$ cat src/rtl/piso_serializer_gen.sv
// Parallel-in/serial-out serializer with a one-word holding buffer ahead of the shifter.
// Optional PISO_IDLE_INSERT_EN: shift IDLE_WORD continuously whenever no data word is in flight.
module piso_serializer_gen #(
   parameter int unsigned      WIDTH     = 10,
   parameter bit               LSB_FIRST = 1'b1,
   parameter logic [WIDTH-1:0] IDLE_WORD = WIDTH'(10'b0011111010),
   parameter int unsigned      CNT_W     = $clog2(WIDTH)
) (
   input  logic             clk,
   input  logic             rst,
   input  logic             in_valid,
   output logic             in_ready,
   input  logic [WIDTH-1:0] parallel_in,
   output logic             serial_out,
   output logic             serial_valid,
   output logic [CNT_W-1:0] bit_count,
   output logic             word_start,
   output logic             underrun
);

   localparam logic [0:0]       ST_IDLE  = 1'b0;
   localparam logic [0:0]       ST_SHIFT = 1'b1;
   localparam logic [CNT_W-1:0] LAST_CNT = CNT_W'(WIDTH - 1);

   logic [0:0]       state, state_n;
   logic [WIDTH-1:0] shift_reg, shift_n;
   logic [WIDTH-1:0] hold_data, hold_data_n;
   logic             hold_full, hold_full_n;
   logic [CNT_W-1:0] cnt_n;
   logic             sout_n, sval_n, ws_n, ur_n, in_ready_n;
   logic             load_en, load_is_data, step_en, take;
   logic [WIDTH-1:0] load_data;

   // Bit presented first for a freshly loaded word
   function automatic logic first_bit(input logic [WIDTH-1:0] w);
      return LSB_FIRST ? w[0] : w[WIDTH-1];
   endfunction

   // Drop the bit just presented so the next one sits at the output end
   function automatic logic [WIDTH-1:0] advance(input logic [WIDTH-1:0] w);
      return LSB_FIRST ? (w >> 1) : (w << 1);
   endfunction

`ifndef PISO_IDLE_INSERT_EN
   logic unused_idle_word;
   assign unused_idle_word = ^IDLE_WORD;
`endif

   always_comb begin
      state_n      = state;
      shift_n      = shift_reg;
      cnt_n        = bit_count;
      sout_n       = serial_out;
      sval_n       = serial_valid;
      ws_n         = 1'b0;
      ur_n         = 1'b0;
      load_en      = 1'b0;
      load_is_data = 1'b0;
      load_data    = hold_data;
      step_en      = 1'b0;
      take         = 1'b0;

      case (state)
         ST_IDLE: begin
`ifdef PISO_IDLE_INSERT_EN
            // Idle words are atomic; !serial_valid marks the very first boundary after reset
            if (!serial_valid || bit_count == LAST_CNT) begin
               load_en = 1'b1;
               if (hold_full) begin
                  load_is_data = 1'b1;
                  take         = 1'b1;
                  state_n      = ST_SHIFT;
               end else begin
                  load_data = IDLE_WORD;
               end
            end else begin
               step_en = 1'b1;
            end
`else
            if (hold_full) begin
               load_en      = 1'b1;
               load_is_data = 1'b1;
               take         = 1'b1;
               state_n      = ST_SHIFT;
            end else begin
               sout_n = 1'b0;
               sval_n = 1'b0;
               cnt_n  = '0;
            end
`endif
         end
         ST_SHIFT: begin
            if (bit_count == LAST_CNT) begin
               if (hold_full) begin
                  load_en      = 1'b1;
                  load_is_data = 1'b1;
                  take         = 1'b1;
               end else begin
                  state_n = ST_IDLE;
                  ur_n    = 1'b1;
`ifdef PISO_IDLE_INSERT_EN
                  load_en   = 1'b1;
                  load_data = IDLE_WORD;
`else
                  sout_n = 1'b0;
                  sval_n = 1'b0;
                  cnt_n  = '0;
`endif
               end
            end else begin
               step_en = 1'b1;
            end
         end
         default: state_n = ST_IDLE;
      endcase

      if (load_en) begin
         sout_n  = first_bit(load_data);
         shift_n = advance(load_data);
         cnt_n   = '0;
         sval_n  = 1'b1;
         ws_n    = load_is_data;
      end
      if (step_en) begin
         sout_n  = first_bit(shift_reg);
         shift_n = advance(shift_reg);
         cnt_n   = bit_count + CNT_W'(1);
      end

      // Holding buffer: transfer and accept never coincide since in_ready mirrors !hold_full
      hold_full_n = hold_full & ~take;
      hold_data_n = hold_data;
      if (in_valid && in_ready) begin
         hold_full_n = 1'b1;
         hold_data_n = parallel_in;
      end
      in_ready_n = ~hold_full_n;
   end

   always_ff @(posedge clk or posedge rst) begin
      if (rst) begin
         state        <= ST_IDLE;
         shift_reg    <= '0;
         hold_data    <= '0;
         hold_full    <= 1'b0;
         bit_count    <= '0;
         serial_out   <= 1'b0;
         serial_valid <= 1'b0;
         word_start   <= 1'b0;
         underrun     <= 1'b0;
         in_ready     <= 1'b0;
      end else begin
         state        <= state_n;
         shift_reg    <= shift_n;
         hold_data    <= hold_data_n;
         hold_full    <= hold_full_n;
         bit_count    <= cnt_n;
         serial_out   <= sout_n;
         serial_valid <= sval_n;
         word_start   <= ws_n;
         underrun     <= ur_n;
         in_ready     <= in_ready_n;
      end
   end

endmodule

$ cat config.mk
export PLATFORM = sky130hd
export DESIGN_NAME = piso_serializer_gen
export DESIGN_NICKNAME = d
export VERILOG_FILES = /design/src/rtl/piso_serializer_gen.sv
export SDC_FILE = /design/constraint.sdc
export NUM_CORES = 1
export LEC_CHECK = 0
export CORE_ASPECT_RATIO = 1.5
export CORE_UTILIZATION = 35
export CTS_BUF_LIST = sky130_fd_sc_hd__clkbuf_16
export DETAILED_ROUTE_END_ITERATION = 16
export PLACE_DENSITY = 0.67
export SLEW_MARGIN = 5
export SYNTH_ARGS = -nofsm -noshare
export SYNTH_HDL_FRONTEND = slang
export SYNTH_SLANG_ARGS = --single-unit
export TNS_END_PERCENT = 50
$ cat constraint.sdc
create_clock -name clk -period 1.2 [get_ports clk]
set_clock_uncertainty 0.15 [all_clocks]
set_input_delay 0.24 -clock clk [delete_from_list [all_inputs] [get_ports clk]]
set_output_delay 0.24 -clock clk [all_outputs]
set_load 0.01 [all_outputs]
After elaboration in Yosys (flattened, before gate mapping):

Cells that the tools add are included.
W data, S select, Z words.

* register bits: 31

* $add $sub $neg: 1
* equality and inequality tests: 3
* muxes and demuxes: 28
* bitwise logic cells: 4
* reduce and logical (&&, ||, !) cells: 2

Operators by type and width (count)
* $mux W10: 2
* $mux W1: 17
* $mux W4: 4
* $pmux W1 S2: 4
* $pmux W4 S2: 1
* $add A4 B1 Y4 const B: 1
* $eq A4 B4 Y1 const B: 1
* $ne A4 B1 Y1 const B: 1
* $ne A3 B1 Y1 const B: 1
* $not A1 Y1: 3
* $reduce_bool A2 Y1: 1
* $and A1 B1 Y1: 1
* $logic_and A1 B1 Y1: 1

Logic depth before layout (Yosys ltp):

Gate-level depths: netlist of the first run.

* word-level depth: 7
* depth in mapped cells: 6

Worst setup path before layout of the first run:

OpenSTA, ideal clock, no wires.

* path kind: flip-flop to flip-flop
* start point: reg bit_count[1]
* end point: reg shift_reg[3]
* arrival time: 1.168 ns
* data required time: 0.976 ns
* slack: -0.192 ns
* cell stages (with the launch flop): 7
* clock period less this slack: 1.392 ns
* path through: dfrtp_1 > inv_1 > ha_1 > nand3b_4 > and2_4 > buf_6 > o21ai_2

* longest elaborated chain between the ends: 4
* elaborated cells on any way between the ends: 7
* those cells by class: 1 x eq/ne; 5 x mux; 1 x reduce/logical

Ends and longest elaborated chain
* start, declared: line 16 `output logic [CNT_W-1:0] bit_count,`
* start signal, assigned: line 157 `bit_count <= cnt_n;`
* $eq A4 B4 Y1 (*): line 93 `if (bit_count == LAST_CNT) begin`
* $mux W1: line 93
* $pmux W1 S2 / $mux W1 (equally long branches): line 63 `case (state)`
* $reduce_bool A2 Y1 (no line) / $mux W10 (equally long branches)
* end signal, assigned: line 154 `shift_reg <= shift_n;`
* end, declared: line 26 `logic [WIDTH-1:0] shift_reg, shift_n;`

Mark *: on every way between the ends. The rest lies on a longest branch, timed or not.
A chain may end at the register's enable or synchronous reset.

Worst setup path in the final report of the first run:

* start point: reg bit_count[1]
* end point: reg shift_reg[2]

Same word-level chain as after synthesis.

==> results of run 1 <==
## kinds of logic after synthesis
group / Yosys count / share of synthesized area
fa+ha+maj: 2 / 0.0197
buf+inv: 9 / 0.0414
simple gates: 24 / 0.101
xor+xnor: 2 / 0.0138
mux: 19 / 0.160
flops: 30 / 0.591
compound gates: 12 / 0.0729
## repair_timing
item / CTS / global route
buffers inserted: 2 / 1
gates resized for setup: 56 / 4
endpoints found under the setup margin: 39 / 33
cloned: 2 / 0
pin swaps: 6 / 4
## power by group
group          switching [mW]  internal [mW]  total (mW)
logic                   0.822          0.924        1.75
registers               0.273           1.45        1.72
clock network           0.367          0.735        1.10
total                    1.46           3.11        4.57
## worst min path at each step
| stage | start | end | slack (ns) | cells after the start |
|---|---|---|---|---|
| 2_1_floorplan | rst | bit_count[0] | 0.18 | 1 |
| 3_3_place_gp | hold_data[9] | hold_data[9] | 0.34 | 1 |
| 3_5_place_dp | hold_data[6] | hold_data[6] | 0.35 | 1 |
| 4_1_cts | rst | underrun | 0.17 | 3 |
| 5_1_grt | rst | shift_reg[4] | 0.18 | 3 |
| 6_report | rst | underrun | 0.15 | 3 |
## area by class of cell
type	count	share of cell area
flip-flops and latches	30	0.421
well taps	42	0.0295
clock inverters	2	0.00421
multi-input cells	60	0.311
clock buffers	5	0.0701
repair buffers	34	0.158
inverters	3	0.00631
## layer usage
layer	wire (microns)	track usage	part of all wire	vias up
met1	1050	0.173	0.41	397
met2	1380	0.254	0.54	15
met5	0	0	0	-
met4	44	0.0648	0.017	0
li1	-	-	-	406
met3	91	0.0559	0.035	4
## worst max-delay path, cell delays in order (launching register included)
cell	delay (ns)
dfrtp_1	0.39
inv_1	0.06
ha_2	0.18
nand3b_4	0.13
buf_6	0.17
nand3_2	0.07
o21ai_2	0.05
## through the flow
step | hold slack, ns | power [mW] | std cells | worst slack, ns | utilization
detailed placement | 0.348 | 3.38 | 164 | -0.384 | 0.459
global route | 0.180 | 4.87 | 176 | -0.179 | 0.517
finish | 0.153 | 4.57 | 176 | -0.126 | 0.517
floorplan | 0.181 | 2.79 | 98 | -0.150 | -
global placement | 0.340 | 3.28 | 164 | -0.345 | 0.459
CTS | 0.166 | 4.55 | 175 | -0.116 | 0.512
## cell usage in the layout, fill, tap and decap left out, drive strengths merged, types with 2 or more instances in the layout
cell type,count
dfrtp,30
buf,22
clkdlybuf4s50,11
nand3,11
o21ai,11
mux2,10
mux2i,9
nor2,6
inv,5
clkbuf,5
nand2,4
and2,2
ha,2
==> impl_metrics.tcl, run 1 <==
set metrics [dict create \
    outcome "finished, violations left" \
    violations "setup timing" \
    synth-seq-cells 30 \
    grt_pass1_wl_microns 4160 \
    die_x_microns 51.2 \
    dieArea_sq_mm 0.00388 \
    avgSynthCellArea_sq_um 13.0 \
    hold_viol 0 \
    htreeDepth 2 \
    multi_input_area_sq_um 556 \
    area_growth_pct 40.5 \
    cts_tree "built" \
    largest_reg_flops 10 \
    wl_per_cell_microns 14.6 \
    diodes 0 \
    drive_above_1_share 0.485 \
    wl_microns 2570 \
    max_clock_freq_mhz 754 \
    cp-endpoint "shift_reg[2]" \
    io_buffers 21 \
    fp-row-count 26 \
    dpl.hpwl_microns 1630 \
    synth_edf_count 0 \
    final.period_utilization 1.11 \
    startpoint_type "flop" \
    r2r_end "shift_reg[2]" \
    slew_viol_final 0 \
    synthTopCellsByCount "dfrtp_1, nand3_1, mux2_2" \
    gp_congestion 0.731 \
    clock_sinks 30 \
    vias_per_cell 4.67 \
    hp-class "input port to asynchronous set/reset pin" \
    yosysTopAreaCell "dfrtp_1" \
    syn-num-nets 113 \
    ys.flop_type "dfrtp_1" \
    rsz0062_at_grt "yes" \
    synthCells 98 \
    reg2reg_from "bit_count[1]" \
    clk_pin_slew_ns 0.05 \
    die_h_microns 75.8 \
    firstDrtPassIters 4 \
    grt_pass1_vias 878 \
    setup_violations 21 \
    end_kind "flop" \
    nets 149 \
    cts_made_buffers 5 \
    reg2regPathDepth 6 \
    ios 22 \
    ys_top_cells_by_area "dfrtp_1, mux2_2, mux2i_1" \
    fillers 320 \
    worstMarginPinSlew_ns 0.196 \
    drc 0 \
    crit_type "flop to flop" \
    synth_top_area_share 0.591 \
    timing.reg2reg.setup_slack_ns -0.13 \
    postCtsHoldBufs 0 \
    grt_max_degree 31 \
    ys_warn_count 0 \
    ys_types 20 \
    placed_cell_area_sq_mm 0.00158 \
    clk_latency_ns 0.27 \
    start_util 0.368 \
    synthArstFlopShare 1.00 \
    ys_seq_area_frac 0.591 \
    cp.required_ns 1.20 \
    timing.max_cap.violations 0 \
    cp.arrival_ns 1.33 \
    maxSlewHeadroom 0.866 \
    cts-root-buf "clkbuf_16" \
    synth_area_sq_mm 0.00127 \
    stdcell_area_sq_mm 0.00178 \
    startpoint "bit_count[1]" \
    grt_use_total 0.152 \
    vdd_drop_max_mv 1.84 \
    setup_ws_ns -0.126 \
    synth.most_common_cell "dfrtp_1" \
    critical_path.max_fanout 7 \
    setup_tns_ns -1.87 \
    coreArea_sq_mm 0.00345 \
    drt_iter0_drc 13 \
    clk_path_buf_depth 2 \
    seq_area_sq_um 751 \
    finalCriticalPeriod_ns 1.33 \
    p_per_area_mw_per_mm2 2560 \
    overflow 0 \
    p_leak_nw 0.879 \
    via_count 822 \
    antenna_found_initial 0 \
    ant_nets 0 \
]
Power figures use the tool's default switching activity.
==> run 2: changes to the inputs <==
CTS_BUF_LIST = sky130_fd_sc_hd__clkbuf_8   (was sky130_fd_sc_hd__clkbuf_16)
==> run 2 against run 1 <==
Net effect: the run still ends with setup timing left; wire length down 3.0%; global-route usage down 0.33 points; final cell count down 0.57%; register-to-register slack better by 0.02 ns; critical path depth unchanged; highest routed layer unchanged; die area unchanged; first-iteration DRC count up 110%.
==> impl_metrics.tcl, run 2 (same netlist as run 1, synthesis figures left out) <==
set metrics [dict create \
    grt_max_degree 31 \
    rsz0062_at_grt "yes" \
    timing.max_cap.violations 0 \
    met3_usage 0.0559 \
    io_buffers 21 \
    finalCriticalPeriod_ns 1.31 \
    startpoint_type "flop" \
    cp.arrival_ns 1.32 \
    max_clock_freq_mhz 765 \
    grt.met1_usage 0.174 \
    fp-row-count 26 \
    whs_ns 0.146 \
    coreArea_sq_mm 0.00345 \
    switching_share 0.339 \
    wl_microns 2490 \
    hp-class "input port to asynchronous set/reset pin" \
    grt_pass1_vias 845 \
    p_per_area_mw_per_mm2 2410 \
    drt_iter0_drc 27 \
    dp_cells 164 \
    vdd_drop_max_mv 1.10 \
    grt_pass1_wl_microns 4080 \
    p_int_mw 2.76 \
    power_mw 4.17 \
    multi_input_area_sq_um 561 \
    stdcell_area_sq_mm 0.00173 \
    p_leak_nw 0.877 \
    drc 0 \
    critical_path.max_fanout 7 \
    wl_per_cell_microns 14.2 \
    cts_made_buffers 5 \
    die_x_microns 51.2 \
    maxSlewHeadroom 0.866 \
    overflow 0 \
    seq_power_share 0.412 \
    combPwrFrac 0.416 \
    die_h_microns 75.8 \
    nets 148 \
    ios 22 \
    setup_ws_ns -0.107 \
    clk_path_buf_depth 2 \
    clk_latency_ns 0.28 \
    cts-root-buf "clkbuf_8" \
    area_growth_pct 36.2 \
    drive_above_1_share 0.459 \
    clockPowerShare 0.172 \
    gp_congestion 0.731 \
    outcome "finished, violations left" \
    diodes 0 \
    slew_viol_final 0 \
    grt_use_total 0.149 \
    clk_pin_slew_ns 0.06 \
    violations "setup timing" \
    final.period_utilization 1.09 \
    p_switching_mw 1.42 \
    largest_reg_flops 10 \
    seq_area_sq_um 751 \
    cts_tree "built" \
    fillers 324 \
    ant_nets 0 \
    top_usage_layer "met2" \
    antenna_found_initial 0 \
    preCtsSetupSlack_ns -0.384 \
    placed_cell_area_sq_mm 0.00158 \
    vias_per_cell 4.69 \
    final_cells 175 \
    final_common_cell "dfrtp_1" \
    setup_violations 26 \
    worstMarginPinSlew_ns 0.196 \
    layout_common_cells "dfrtp_1, clkdlybuf4s50_1" \
    clock_sinks 30 \
    start_util 0.368 \
    hold_viol 0 \
    cp.required_ns 1.21 \
    end_kind "flop" \
    dieArea_sq_mm 0.00388 \
    firstDrtPassIters 4 \
    dpl.hpwl_microns 1630 \
    use_met2 0.238 \
    via_count 821 \
    crit_type "flop to flop" \
    htreeDepth 2 \
    postCtsHoldBufs 0 \
]
[run 2: cell types whose count changed in the layout (fill, tap and decap cells not counted), sizes merged]
cell / delta
dlygate4sd2: -1
dlymetal6s2s: +1
buf: -1
[run 2: what timing repair did]
| action | CTS | global route |
|---|---|---|
| pin swaps | 5 | 0 |
| resized for setup | 56 | 5 |
| gates cloned | 2 | 0 |
| endpoints found under the hold margin | 0 | 0 |
| setup buffers | 2 | 0 |
| setup endpoints to repair | 39 | 36 |
[run 2: per-stage QoR]
stage / setup TNS [ns] / util
floorplan: -2.20 / -
global placement: -5.78 / 0.459
detailed placement: -6.71 / 0.459
CTS: -1.86 / 0.497
global route: -2.88 / 0.501
finish: -1.62 / 0.501
[run 2: power by group through the flow]
stage	clock, mW	combinational [mW]	sequential (mW)
final	0.717	1.74	1.72
after global routing	0.797	1.91	1.77
after CTS	0.739	1.71	1.71
after detailed placement	0	1.65	1.72
after global placement	0	1.59	1.69
after floorplan	0	1.06	1.73
[run 2: final timing paths]
kind,to,slack [ns],cells after the start,start
max,serial_valid,-0.11,6,bit_count[1]
min,underrun,0.15,3,rst
max reg2reg,serial_valid,-0.11,6,bit_count[1]
min reg2reg,hold_data[6],0.36,1,hold_data[6]
max in group asynchronous,hold_data[0],0.59,3,rst
min in group clk,hold_full,0.25,3,in_valid
[run 2: layout make-up]
cell class	count	share of cell area
inverters	3	0.00651
well taps	42	0.0304
repair buffers	33	0.161
flip-flops and latches	30	0.434
multi-input cells	60	0.324
clock buffers	5	0.0398
clock inverters	2	0.00434
[run 2: routing by layer]
| metal | vias up | part of all wire |
|---|---|---|
| li1 | 404 | - |
| met1 | 396 | 0.42 |
| met2 | 17 | 0.52 |
| met3 | 4 | 0.041 |
| met4 | 0 | 0.015 |
| met5 | - | 0 |
[run 2: critical path, cell delays in order, from the launching register on]
cell and delay, ns:
dfrtp_1 0.39, inv_1 0.06, ha_2 0.18, nand3b_4 0.12, buf_4 0.16, nand3_1 0.08, o21ai_2 0.05
